<file path="config.mk">
export PLATFORM = sky130hd
export DESIGN_NAME = led_seq_ctrl
export DESIGN_NICKNAME = d
export VERILOG_FILES = /design/src/rtl/led_seq_pkg.sv /design/src/rtl/led_pwm_ch.sv /design/src/rtl/led_seq_ctrl.sv
export SDC_FILE = /design/constraint.sdc
export NUM_CORES = 1
export LEC_CHECK = 0
export ABC_AREA = 0
export BUFFER_PORTS_ARGS = -buffer_cell sky130_fd_sc_hd__buf_2
export CORE_MARGIN = 4
export CORE_UTILIZATION = 50
export CTS_CLUSTER_SIZE = 40
export DETAILED_ROUTE_END_ITERATION = 10
export GPL_TIMING_DRIVEN = 0
export PLACE_DENSITY = 0.68
export SYNTH_ARGS = -nofsm -noshare
export SYNTH_HDL_FRONTEND = slang
export SYNTH_SLANG_ARGS = --single-unit
</file>
<file path="constraint.sdc">
create_clock -name clk -period 3.3 [get_ports clk]
set_input_delay 0.165 -clock clk [delete_from_list [all_inputs] [get_ports clk]]
set_output_delay 0.165 -clock clk [all_outputs]
set_load 0.02 [all_outputs]
</file>
<file path="src/rtl/led_seq_pkg.sv">
// LED sequencer shared types and constants.
// State encoding, table field offsets, duty/duration widths.
package led_seq_pkg;

  typedef enum logic [1:0] {
    S_IDLE,
    S_LOAD,
    S_RUN
  } state_t;

  localparam int DUTY_W  = 8;
  localparam int DUR_W   = 4;
  localparam int CFG_W   = 28;

  localparam int B_LSB   = 0;
  localparam int G_LSB   = 8;
  localparam int R_LSB   = 16;
  localparam int DUR_LSB = 24;

endpackage

</file>
<file path="src/rtl/led_pwm_ch.sv">
// One PWM channel: registered compare of shared counter vs duty.
// Ports: clk, rst_n, i_en, i_duty, i_cnt -> o_pwm.
module led_pwm_ch
  import led_seq_pkg::*;
(
  input  logic              clk,
  input  logic              rst_n,
  input  logic              i_en,
  input  logic [DUTY_W-1:0] i_duty,
  input  logic [DUTY_W-1:0] i_cnt,
  output logic              o_pwm
);

  logic r_pwm;

  always_ff @(posedge clk) begin
    if (!rst_n) begin
      r_pwm <= 1'b0;
    end else begin
      r_pwm <= i_en && (i_cnt < i_duty);
    end
  end

  assign o_pwm = r_pwm;

endmodule

</file>
<file path="src/rtl/led_seq_ctrl.sv">
// RGB LED pattern sequencer: table of timed colour steps, PWM out.
// Ports: clk, rst_n, start, stop, loop_en, cfg_* -> pwm_*, busy, step_idx, done.
module led_seq_ctrl
  import led_seq_pkg::*;
#(
  parameter logic [23:0] PRESCALE = 24'd12000000,
  parameter int          STEPS    = 8,
  localparam int         AW       = $clog2(STEPS)
) (
  input  logic             clk,
  input  logic             rst_n,
  input  logic             start,
  input  logic             stop,
  input  logic             loop_en,
  input  logic             cfg_we,
  input  logic [AW-1:0]    cfg_addr,
  input  logic [CFG_W-1:0] cfg_data,
  output logic             pwm_r,
  output logic             pwm_g,
  output logic             pwm_b,
  output logic             busy,
  output logic [AW-1:0]    step_idx,
  output logic             done
);

  logic [CFG_W-1:0] r_tab [STEPS];

  state_t            r_state;
  state_t            w_state_nx;
  logic [23:0]       r_pre;
  logic [DUR_W-1:0]  r_tick_cnt;
  logic [DUR_W-1:0]  r_dur;
  logic [DUTY_W-1:0] r_duty_r;
  logic [DUTY_W-1:0] r_duty_g;
  logic [DUTY_W-1:0] r_duty_b;
  logic [DUTY_W-1:0] r_pwm_cnt;
  logic [AW-1:0]     r_step;
  logic              r_done;

  logic [CFG_W-1:0]  w_entry;
  logic              w_tick;
  logic              w_step_end;
  logic              w_last;
  logic              w_fin;
  logic              w_en;

  // LUT-RAM style table: sync write, async read.
  // A LOAD reads the old word when written in the same cycle.
  always_ff @(posedge clk) begin
    if (cfg_we) begin
      r_tab[cfg_addr] <= cfg_data;
    end
  end

  assign w_entry    = r_tab[r_step];
  assign w_tick     = (r_state == S_RUN) &&
                      (r_pre == PRESCALE - 24'd1);
  assign w_step_end = w_tick && (r_tick_cnt == r_dur);
  assign w_last     = (r_step == AW'(STEPS - 1));
  assign w_en       = (w_state_nx != S_IDLE);

  always_comb begin
    w_state_nx = r_state;
    w_fin      = 1'b0;
    unique case (r_state)
      S_IDLE: begin
        if (start) begin
          w_state_nx = S_LOAD;
        end
      end
      S_LOAD: begin
        w_state_nx = S_RUN;
      end
      S_RUN: begin
        if (w_step_end) begin
          if (!w_last || loop_en) begin
            w_state_nx = S_LOAD;
          end else begin
            w_state_nx = S_IDLE;
            w_fin      = 1'b1;
          end
        end
      end
      default: begin
        w_state_nx = S_IDLE;
      end
    endcase
    // stop wins over start and over a step end
    if (stop) begin
      w_state_nx = S_IDLE;
      w_fin      = 1'b0;
    end
  end

  always_ff @(posedge clk) begin
    if (!rst_n) begin
      r_state    <= S_IDLE;
      r_done     <= 1'b0;
      r_pre      <= '0;
      r_tick_cnt <= '0;
      r_dur      <= '0;
      r_duty_r   <= '0;
      r_duty_g   <= '0;
      r_duty_b   <= '0;
      r_pwm_cnt  <= '0;
      r_step     <= '0;
    end else begin
      r_state <= w_state_nx;
      r_done  <= w_fin;

      if (r_state == S_RUN && w_state_nx == S_RUN) begin
        r_pre <= w_tick ? '0 : r_pre + 24'd1;
      end else begin
        r_pre <= '0;
      end

      if (r_state == S_LOAD || w_state_nx == S_IDLE) begin
        r_tick_cnt <= '0;
      end else if (w_tick) begin
        r_tick_cnt <= r_tick_cnt + 1'b1;
      end

      if (r_state == S_LOAD) begin
        r_dur <= w_entry[DUR_LSB +: DUR_W];
      end

      if (w_state_nx == S_IDLE) begin
        r_duty_r <= '0;
        r_duty_g <= '0;
        r_duty_b <= '0;
      end else if (r_state == S_LOAD) begin
        r_duty_r <= w_entry[R_LSB +: DUTY_W];
        r_duty_g <= w_entry[G_LSB +: DUTY_W];
        r_duty_b <= w_entry[B_LSB +: DUTY_W];
      end

      if (w_state_nx == S_IDLE) begin
        r_step <= '0;
      end else if (w_step_end) begin
        r_step <= w_last ? '0 : r_step + 1'b1;
      end

      // counts only across consecutive busy cycles
      if (r_state != S_IDLE && w_en) begin
        r_pwm_cnt <= r_pwm_cnt + 1'b1;
      end else begin
        r_pwm_cnt <= '0;
      end
    end
  end

  led_pwm_ch u_ch_r (
    .clk    (clk),
    .rst_n  (rst_n),
    .i_en   (w_en),
    .i_duty (r_duty_r),
    .i_cnt  (r_pwm_cnt),
    .o_pwm  (pwm_r)
  );

  led_pwm_ch u_ch_g (
    .clk    (clk),
    .rst_n  (rst_n),
    .i_en   (w_en),
    .i_duty (r_duty_g),
    .i_cnt  (r_pwm_cnt),
    .o_pwm  (pwm_g)
  );

  led_pwm_ch u_ch_b (
    .clk    (clk),
    .rst_n  (rst_n),
    .i_en   (w_en),
    .i_duty (r_duty_b),
    .i_cnt  (r_pwm_cnt),
    .o_pwm  (pwm_b)
  );

  assign busy     = (r_state != S_IDLE);
  assign step_idx = r_step;
  assign done     = r_done;

endmodule

</file>
==> impl_results.md, run 1 <==
* Total GRT Usage at 18.9%
* Worst skew pair latency at 550 ps
* # clock sinks at 300
* Post-CTS Hold Fix Bufs at 32
* Synth cell count leaders: edfxtp_1, dfxtp_1, mux4_2, nor2_1, inv_1
* Pwr dens at 545 nW/um^2
* DR pass1 iterations at 5
* Most numerous cell in the Yosys netlist: edfxtp_1
* FP Rows at 56
* N_diodes at 0
* # resized after CTS at 0
* Most used cell, CP: a21oi_1
* Clk buf depth at 3
* Cell count after synthesis at 732
* Post-layout minimum cycle time at 2830 ps
* IO Pins at 45
* Flop-to-flop setup slack at 470 ps
* Max frequency at 354 MHz
* Seq/Total Area, Yosys at 67.7%
* Startpoint types: register
* Antenna violations before repair at 0
* Main synth FF type: edfxtp_1
* GRT overflow at 0
* Worst hold slack at 25.6 ps
* Final setup fails at 0
* Residual DRC at 0
* Cell area after layout at 14400 um^2
* Worst Setup EP: r_duty_r[0]
* Period utilization at 85.6%
* Reg2reg path depth at 7
* Post-CTS setup buffer count at 0
* Routed Antenna Nets at 0
* CP cell instances: clkbuf_1, buf_2, mux4_2, mux2i_1, nor2_1, a21oi_1, a21oi_1
* Syn-to-layout area delta at 18.3%
* Number of global-route vias before repair at 7051
* GP Congestion at 0.835
* Clk pin slew, worst setup/hold paths at 60 ps
* Detailed placement HPWL at 17200 um
* H-tree levels at 1
* Reg-to-Reg End: r_duty_r[0]
* CP Capture Type: register
* EDFF count, synth at 224
* CP peak stage delay at 620 ps
* Largest net degree at the start of global routing at 18
* Routed len/inst at 20.7 um
* Worst Path Arrival at 3230 ps
* Routed wire length at 24800 um
* Mapped Area at 12200 um^2
* Final #Nets at 916
* #FFs+latches synth at 300
* Crit path kind: reg -> reg
* Max_cap viols at 0
* Final Hold Fails at 0
* Core ar. at 23800 um^2
* Outcome: completed
* CTS tree: yes
* RSZ-0062 raised after global routing: no
* Via count at 6763
* Worst-Margin Slew at 1110 ps
* CP max FO at 10
* Top cells by area, synth: edfxtp_1, dfxtp_1, mux4_2
* Worst EP required at 3710 ps
* First-pass GRT wire length at 39400 um
* Max IR drop VDD at 0.370 mV
* Crit path buffers/inverters at 2
* Worst Skew at 10.9 ps
* Ys async rst share at 0%
* Max-slew violation count at 0
* Layout cells sized above 1 at 24.6%
* Post-Syn Area per Cell at 16.7 um^2
* Drt via density at 5.65
* LEAKAGE at 4.66 nW
* Setup TNS Final at 0 ps
* Crit path max-delay family: buffers and inverters
* CP max-delay cell: clkbuf_1
* Hold Path Class: in -> reg
* Die Footprint at 26900 um^2
* Number of port buffers at 44
* TritonCTS Buffers at 31
* Yosys top cell by area: edfxtp_1
* Starting Density at 51.3%
* Die height at 164 um
* Yosys warnings at 0
* Die width at 164 um
* Root Driver: clkbuf_16
* Netlist cell types at 43
* DR iter-0 viols at 449
* Placed instance area at 13100 um^2
* Yosys top cell area share at 55.2%
* Critical Path Stages at 7
* Rel. slew slack at 25.8%
* Syn Nets at 795
-- tightest hold or removal path: stages --
cell	delay (ps)
buf_2	80
nor2b_1	50
nand2_1	60
a21oi_1	60
nand2_1	60
nand2_1	40
-- sequential cells by signal (all words and copies together), names as in the netlist, 4 cells and up, named ones only --
name,cells
r_tab,224
r_pre,24
r_duty_b,8
r_duty_g,8
r_duty_r,8
r_pwm_cnt,8
r_dur,4
r_tick_cnt,4
-- routing by layer --
layer  share of wire (%)  GRT usage, %  wire length (um)
met2                  49          30.9             12100
met5                   0             0                 0
met4                 2.0          3.89               493
met1                  45          27.4             11100
met3                 4.6          2.79              1130
-- final cells by class --
| class | instances | area (um^2) |
|---|---|---|
| fill | 1725 | 9330 |
| sequential | 300 | 8250 |
| multi-input combinational | 365 | 3690 |
| clock buffer | 39 | 806 |
| timing repair buffer | 88 | 773 |
| tap | 319 | 399 |
| buffer | 40 | 205 |
| clock inverter | 19 | 200 |
| inverter | 27 | 101 |
-- logic make-up after synthesis --
family                     after synthesis  share of synthesized area, %
AOI/OAI and AO/OA                       91                          6.98
xor gates and xnor gates                35                          2.51
adders and majority gates               26                          2.67
buffers and inverters                   67                          2.51
DFF                                    300                          67.7
muxes                                   66                          11.2
and+or+nand+nor                        147                          6.51
-- per-stage QoR --
| stage | utilization (%) | power [mW] | instances | setup slack [ps] |
|---|---|---|---|---|
| after floorplan | - | 4.37 | 732 | 569 |
| after global placement | 53.9 | 4.46 | 1095 | -1340 |
| after detailed placement | 55.1 | 4.50 | 1107 | 391 |
| after CTS | 60.7 | 7.92 | 1197 | 388 |
| after global routing | 60.7 | 8.11 | 1197 | 178 |
| final | 60.7 | 7.87 | 1197 | 475 |
-- cell usage in the layout, fill, tap and decap left out, types with 3 or more instances in the layout --
cell type        n
a21boi_0         3
o21a_1           7
o211a_1          4
nand4_1          7
clkbuf_16       31
nor3_1           7
bufinv_16        4
a221oi_2        19
nand2_1         16
edfxtp_1       224
ha_1            26
clkinv_1         4
or4_1            5
nor2b_1         23
nor2_4           6
nand2b_1         6
nor2_1          32
buf_16           6
or3_1            4
a21oi_1         18
dfxtp_1         76
xnor2_1         15
nand3_1         17
mux4_2          56
xor2_1          20
buf_6           11
dlygate4sd3_1   32
o221ai_1         3
clkinv_2         8
inv_1           27
mux2i_1         10
clkbuf_1        33
and3_1          10
a211oi_2        11
buf_2           52
a211oi_1        21
-- power by group --
group	switching [mW]	internal (mW)	total [mW]
clock	1.38	2.04	3.42
sequential	0.0254	4.15	4.18
combinational	0.153	0.114	0.267
total	1.56	6.31	7.87
-- worst min-delay path by stage --
stage                     slack, ps  cells after the start     endpoint        start
after CTS                       0.9                      6   r_state[0]         stop
after detailed placement        410                      3   r_state[0]        start
after global routing             30                      6   r_state[0]         stop
final                            30                      6   r_state[0]         stop
after floorplan                 260                      0  r_tab[0][0]  cfg_data[0]
after global placement          400                      3   r_state[0]        start
No activity file was read; power rests on OpenSTA's default activity.
==> inputs of run 2 (changes only) <==
CORE_UTILIZATION = 61   (was 50)
CTS_CLUSTER_SIZE = not set   (was 40)
PLACE_DENSITY = 0.8   (was 0.68)
SYNTH_HIERARCHICAL = 1   (was not set)
==> impl_results.md, run 2 <==
* Outcome: completed
* Worst skew pair latency at 550 ps
* RSZ-0062 raised after global routing: no
* Setup TNS Final at 0 ps
* Most flop-heavy register: r_tab
* Yosys top cell area share at 56.0%
* # resized after CTS at 0
* Max frequency at 390 MHz
* Routed len/inst at 22.6 um
* Most frequent cells in the layout: edfxtp_1, dfxtp_1, nor2_1
* Pwr Total at 7.66 mW
* Filler cells at 1182
* Mapped Area at 12000 um^2
* Drt via density at 6.00
* Period utilization at 77.7%
* Ys async rst share at 0%
* CP peak stage delay at 760 ps
* CP max-delay cell: clkbuf_1
* Seq/Total Area, Yosys at 68.6%
* H-tree levels at 1
* Worst EP required at 3720 ps
* TritonCTS Buffers at 30
* Die width at 148 um
* Via count at 6861
* FP Rows at 51
* IO Pins at 45
* Final #Nets at 917
* Layout cells sized above 1 at 21.3%
* GP Congestion at 0.885
* CP Capture Type: register
* Starting Density at 61.9%
* Most numerous cell in the Yosys netlist: edfxtp_1
* Core ar. at 19400 um^2
* Clk buf depth at 3
* Routed Antenna Nets at 0
* Die height at 148 um
* # clock sinks at 300
* Routed wire length at 25900 um
* Syn Nets at 795
* DR iter-0 viols at 545
* Number of global-route vias before repair at 7330
* GRT overflow at 0
* Antenna violations before repair at 1
* Worst Path Arrival at 2990 ps
* EDFF count, synth at 224
* DR pass1 iterations at 5
* Top Registers: r_tab: 224 flops, r_pre: 24 flops
* Netlist cell types at 52
* Worst Skew at 13.0 ps
* CP max FO at 10
* Most common cell after layout, fill and taps aside: edfxtp_1
* Syn-to-layout area delta at 17.6%
* Max IR drop VDD at 0.490 mV
* #FFs+latches synth at 300
* Largest register FFs at 224
* Top cells by area, synth: edfxtp_1, dfxtp_1, mux4_2
* Residual DRC at 0
* CTS tree: yes
* Max_cap viols at 0
* First-pass GRT wire length at 41300 um
* Clk pin slew, worst setup/hold paths at 60 ps
* Crit path buffers/inverters at 3
* Final Hold Fails at 0
* Rel. slew slack at 36.5%
* Final setup fails at 0
* Total GRT Usage at 24.4%
* Post-layout minimum cycle time at 2570 ps
* CP cell instances: clkbuf_1, buf_2, clkbuf_1, mux2i_1, a211oi_1
* Post-Syn Area per Cell at 16.4 um^2
* Max-slew violation count at 0
* Number of port buffers at 44
* Main synth FF type: edfxtp_1
* Largest net degree at the start of global routing at 19
* Yosys warnings at 6
* LEAKAGE at 4.55 nW
* Pwr dens at 542 nW/um^2
* Die Footprint at 22000 um^2
* Crit path kind: reg -> reg
* Hold Path Class: in -> reg
* Yosys top cell by area: edfxtp_1
* Cell count after synthesis at 732
* Worst-Margin Slew at 953 ps
* Most used cell, CP: clkbuf_1
* Detailed placement HPWL at 16300 um
* Startpoint types: register
* Crit path max-delay family: buffers and inverters
* Root Driver: clkbuf_16
* Synth cell count leaders: edfxtp_1, dfxtp_1, nor2_1, mux4_2, mux2i_1
## run 2: worst paths after layout
check | start | to | slack (ps) | depth (start not counted)
setup / recovery | register | r_duty_g[2] | 730 | 5
hold / removal | cfg_addr[0] | r_tab[4][9] | 50 | 2
setup reg to reg | register | r_duty_g[2] | 730 | 5
hold reg to reg | r_pre[0] | r_pre[0] | 470 | 1
## run 2: worst reg2reg max path: stages (launching register included)
cell	delay (ps)
dfxtp_1	310
clkbuf_1	320
buf_2	370
clkbuf_1	760
mux2i_1	300
a211oi_1	390
## run 2: cell type report
type / count / area, um^2 / share of cell area (%)
flip-flops and latches: 300 / 8250 / 58.4
multi-input cells: 371 / 3550 / 25.1
repair buffers: 90 / 793 / 5.62
clock buffers: 40 / 788 / 5.58
well taps: 265 / 332 / 2.35
plain buffers: 35 / 174 / 1.23
clock inverters: 15 / 139 / 0.983
inverters: 26 / 97.6 / 0.691
diodes: 1 / 2.50 / 0.0177
## run 2: per-stage QoR
stage	cells	hold slack, ps	worst slack (ps)	util [%]	instance area [um^2]
3_3_place_gp	1041	415	-1380	64.8	12600
2_1_floorplan	732	264	569	-	12000
5_1_grt	1143	46.1	517	72.8	14100
3_5_place_dp	1053	430	783	66.3	12900
6_report	1143	45.5	735	72.8	14100
4_1_cts	1142	31.7	796	72.8	14100
## run 2: logic make-up after synthesis
kind of cell	share of synthesized area, %
buffers and inverters	2.26
flip-flops	68.6
adder cells (fa/ha/maj)	2.71
AO/OA/AOI/OAI	3.49
AND/OR/NAND/NOR	7.28
multiplexers	13.1
XOR/XNOR	2.55
## run 2: where the power goes
| part | leakage [nW] | switching, mW | internal, mW |
|---|---|---|---|
| Sequential | 2.65 | 0.0309 | 4.15 |
| Combinational | 1.45 | 0.156 | 0.113 |
| Clock | 0.450 | 1.37 | 1.84 |
## run 2: repair_timing
item,4_1_cts,5_1_grt
hold endpoints to repair,235,0
hold buffers,34,0
setup buffers,0,0
## run 2: routing by layer
| metal | up-vias | wire [um] | global-route usage, % |
|---|---|---|---|
| li1 | 3088 | - | - |
| met1 | 3464 | 10400 | 33.0 |
| met2 | 268 | 13400 | 42.5 |
| met3 | 41 | 1610 | 3.96 |
| met4 | 0 | 441 | 5.17 |
| met5 | - | 0 | 0 |
==> inputs of run 3 (changes only) <==
ABC_AREA = 1   (was 0)
CORE_UTILIZATION = 62   (was 61)
PLACE_DENSITY = 0.81   (was 0.8)
clock period = 2.55 ns   (was 3.3 ns; I/O delays follow)
==> impl_results.md, run 3 <==
* Outcome: completed
* Most numerous cell in the Yosys netlist: nor2_1
* Top cells by area, synth: edfxtp_1, dfxtp_1, nor2_1
* Post-layout minimum cycle time at 2370 ps
* Most frequent cells in the layout: nor2_1, edfxtp_1, nand2_1
* LEAKAGE at 5.11 nW
* Number of global-route vias before repair at 8908
* TritonCTS Buffers at 30
* Total GRT Usage at 25.9%
* Yosys top cell area share at 53.6%
* Post-Syn Area per Cell at 11.2 um^2
* Most common cell after layout, fill and taps aside: nor2_1
* Worst hold slack at 146 ps
* Most flop-heavy register: r_tab
* Netlist cell types at 36
* Pwr Total at 10.3 mW
* Die width at 150 um
* Crit path kind: reg -> reg
* H-tree levels at 1
* Startpoint types: register
* Max IR drop VDD at 0.630 mV
* Worst skew pair latency at 540 ps
* Flop-to-flop setup slack at 180 ps
* Rel. slew slack at 33.5%
* Antenna violations before repair at 0
* CP Capture Type: register
* EDFF count, synth at 224
* Clk pin slew, worst setup/hold paths at 60 ps
* GP Congestion at 0.845
* DR iter-0 viols at 820
* Largest net degree at the start of global routing at 29
* FP Rows at 51
* Hold Path Class: in -> reg
* GRT overflow at 0
* Cell count after synthesis at 1121
* Final #Nets at 1298
* # clock sinks at 300
* Root Driver: clkbuf_16
* Max_cap viols at 0
* Fin util at 74.3%
* Mapped Area at 12600 um^2
* Yosys top cell by area: edfxtp_1
* Syn Nets at 1184
* Top Registers: r_tab: 224 flops, r_pre: 24 flops
* Clk buf depth at 3
* Layout cells sized above 1 at 13.1%
* Cell area after layout at 14600 um^2
* Main synth FF type: edfxtp_1
* Worst Skew at 9.55 ps
* Via count at 8932
* Final Hold Fails at 0
* Synth cell count leaders: nor2_1, edfxtp_1, nand2_1, o21ai_0, dfxtp_1
* Residual DRC at 0
* Routed wire length at 29000 um
* CP max FO at 10
* CTS tree: yes
* Worst-Margin Slew at 996 ps
* Setup TNS Final at 0 ps
* DR pass1 iterations at 8
* Seq/Total Area, Yosys at 65.7%
* N_diodes at 0
* Number of port buffers at 44
* Yosys warnings at 6
* Detailed placement HPWL at 18400 um
* Starting Density at 63.7%
* Worst Path Arrival at 2840 ps
* Die Footprint at 22600 um^2
* Die height at 150 um
* Ys async rst share at 0%
* Core ar. at 19700 um^2
* Routed Antenna Nets at 0
* IO Pins at 45
* Routed len/inst at 19.0 um
* First-pass GRT wire length at 45500 um
* Max frequency at 422 MHz
* Largest register FFs at 224
* Worst EP required at 3020 ps
* Pwr dens at 702 nW/um^2
* Max-slew violation count at 0
* Period utilization at 93.0%
* #FFs+latches synth at 300
* RSZ-0062 raised after global routing: no
* Drt via density at 5.86
* Placed instance area at 13300 um^2
* Syn-to-layout area delta at 16.6%
* Final setup fails at 0
==> run 3: cell types whose count changed in the layout (fill, tap and decap cells not counted), moves of 45 or more <==
cell	previous run	this run
inv_1	26	71
o21ai_0	1	89
mux4_2	56	0
nor2_1	60	236
nand2_1	26	130
o32ai_1	0	52
==> run 3: what timing repair did <==
| action | 4_1_cts | 5_1_grt |
|---|---|---|
| setup endpoints to repair | 0 | 2 |
| hold buffers | 32 | 0 |
| resized for setup | 0 | 2 |
| buffers inserted | 0 | 0 |
| endpoints found under the hold margin | 236 | 0 |
==> run 3: path summary, 6_finish.rpt <==
check,start,end,depth (start not counted)
worst max-delay path,register,r_duty_r[6],8
worst min-delay path,cfg_addr[2],r_tab[4][26],3
worst max register to register,register,r_duty_r[6],8
worst min register to register,r_pre[0],r_pre[0],1
==> run 3: layout make-up <==
cell class | count | area (um^2)
plain buffers | 51 | 246
clock buffers | 38 | 812
clock inverters | 18 | 215
fillers | 1255 | 5070
inverters | 78 | 298
multi-input cells | 692 | 3820
flip-flops and latches | 300 | 8250
well taps | 265 | 332
repair buffers | 82 | 668
==> run 3: report_power, final <==
part	switching, mW	internal [mW]	leakage, nW
combinational	0.231	0.125	1.97
clock	1.76	2.75	0.492
sequential	0.0347	5.38	2.65
==> run 3: kinds of logic after synthesis <==
kind of cell / share of synthesized area (%)
compound gates: 8.27
mux: 0.319
fa+ha+maj: 2.59
flops: 65.7
buf+inv: 4.32
simple gates: 16.5
xor+xnor: 2.30
==> run 3: worst max-delay path, cell delays in order, from the launching register on <==
cell and delay [ps]:
dfxtp_1 460, buf_2 310, clkbuf_1 490, nor2_1 130, o32ai_1 390, nand2_1 100
nand3_1 120, o21ai_0 180, nor2_4 120
==> run 3: per-stage QoR <==
| stage | instances | setup slack, ps |
|---|---|---|
| global placement | 1430 | -512 |
| global route | 1524 | 59.5 |
| detailed placement | 1436 | 239 |
| finish | 1524 | 179 |
| CTS | 1524 | 135 |
| floorplan | 1121 | 679 |
==> run 3: routing by layer <==
metal	routed length, um	vias up	GRT usage (%)
met3	2390	91	3.31
li1	-	4113	-
met4	1180	0	11.6
met5	0	-	0
met1	11100	4279	33.2
met2	14300	449	44.4
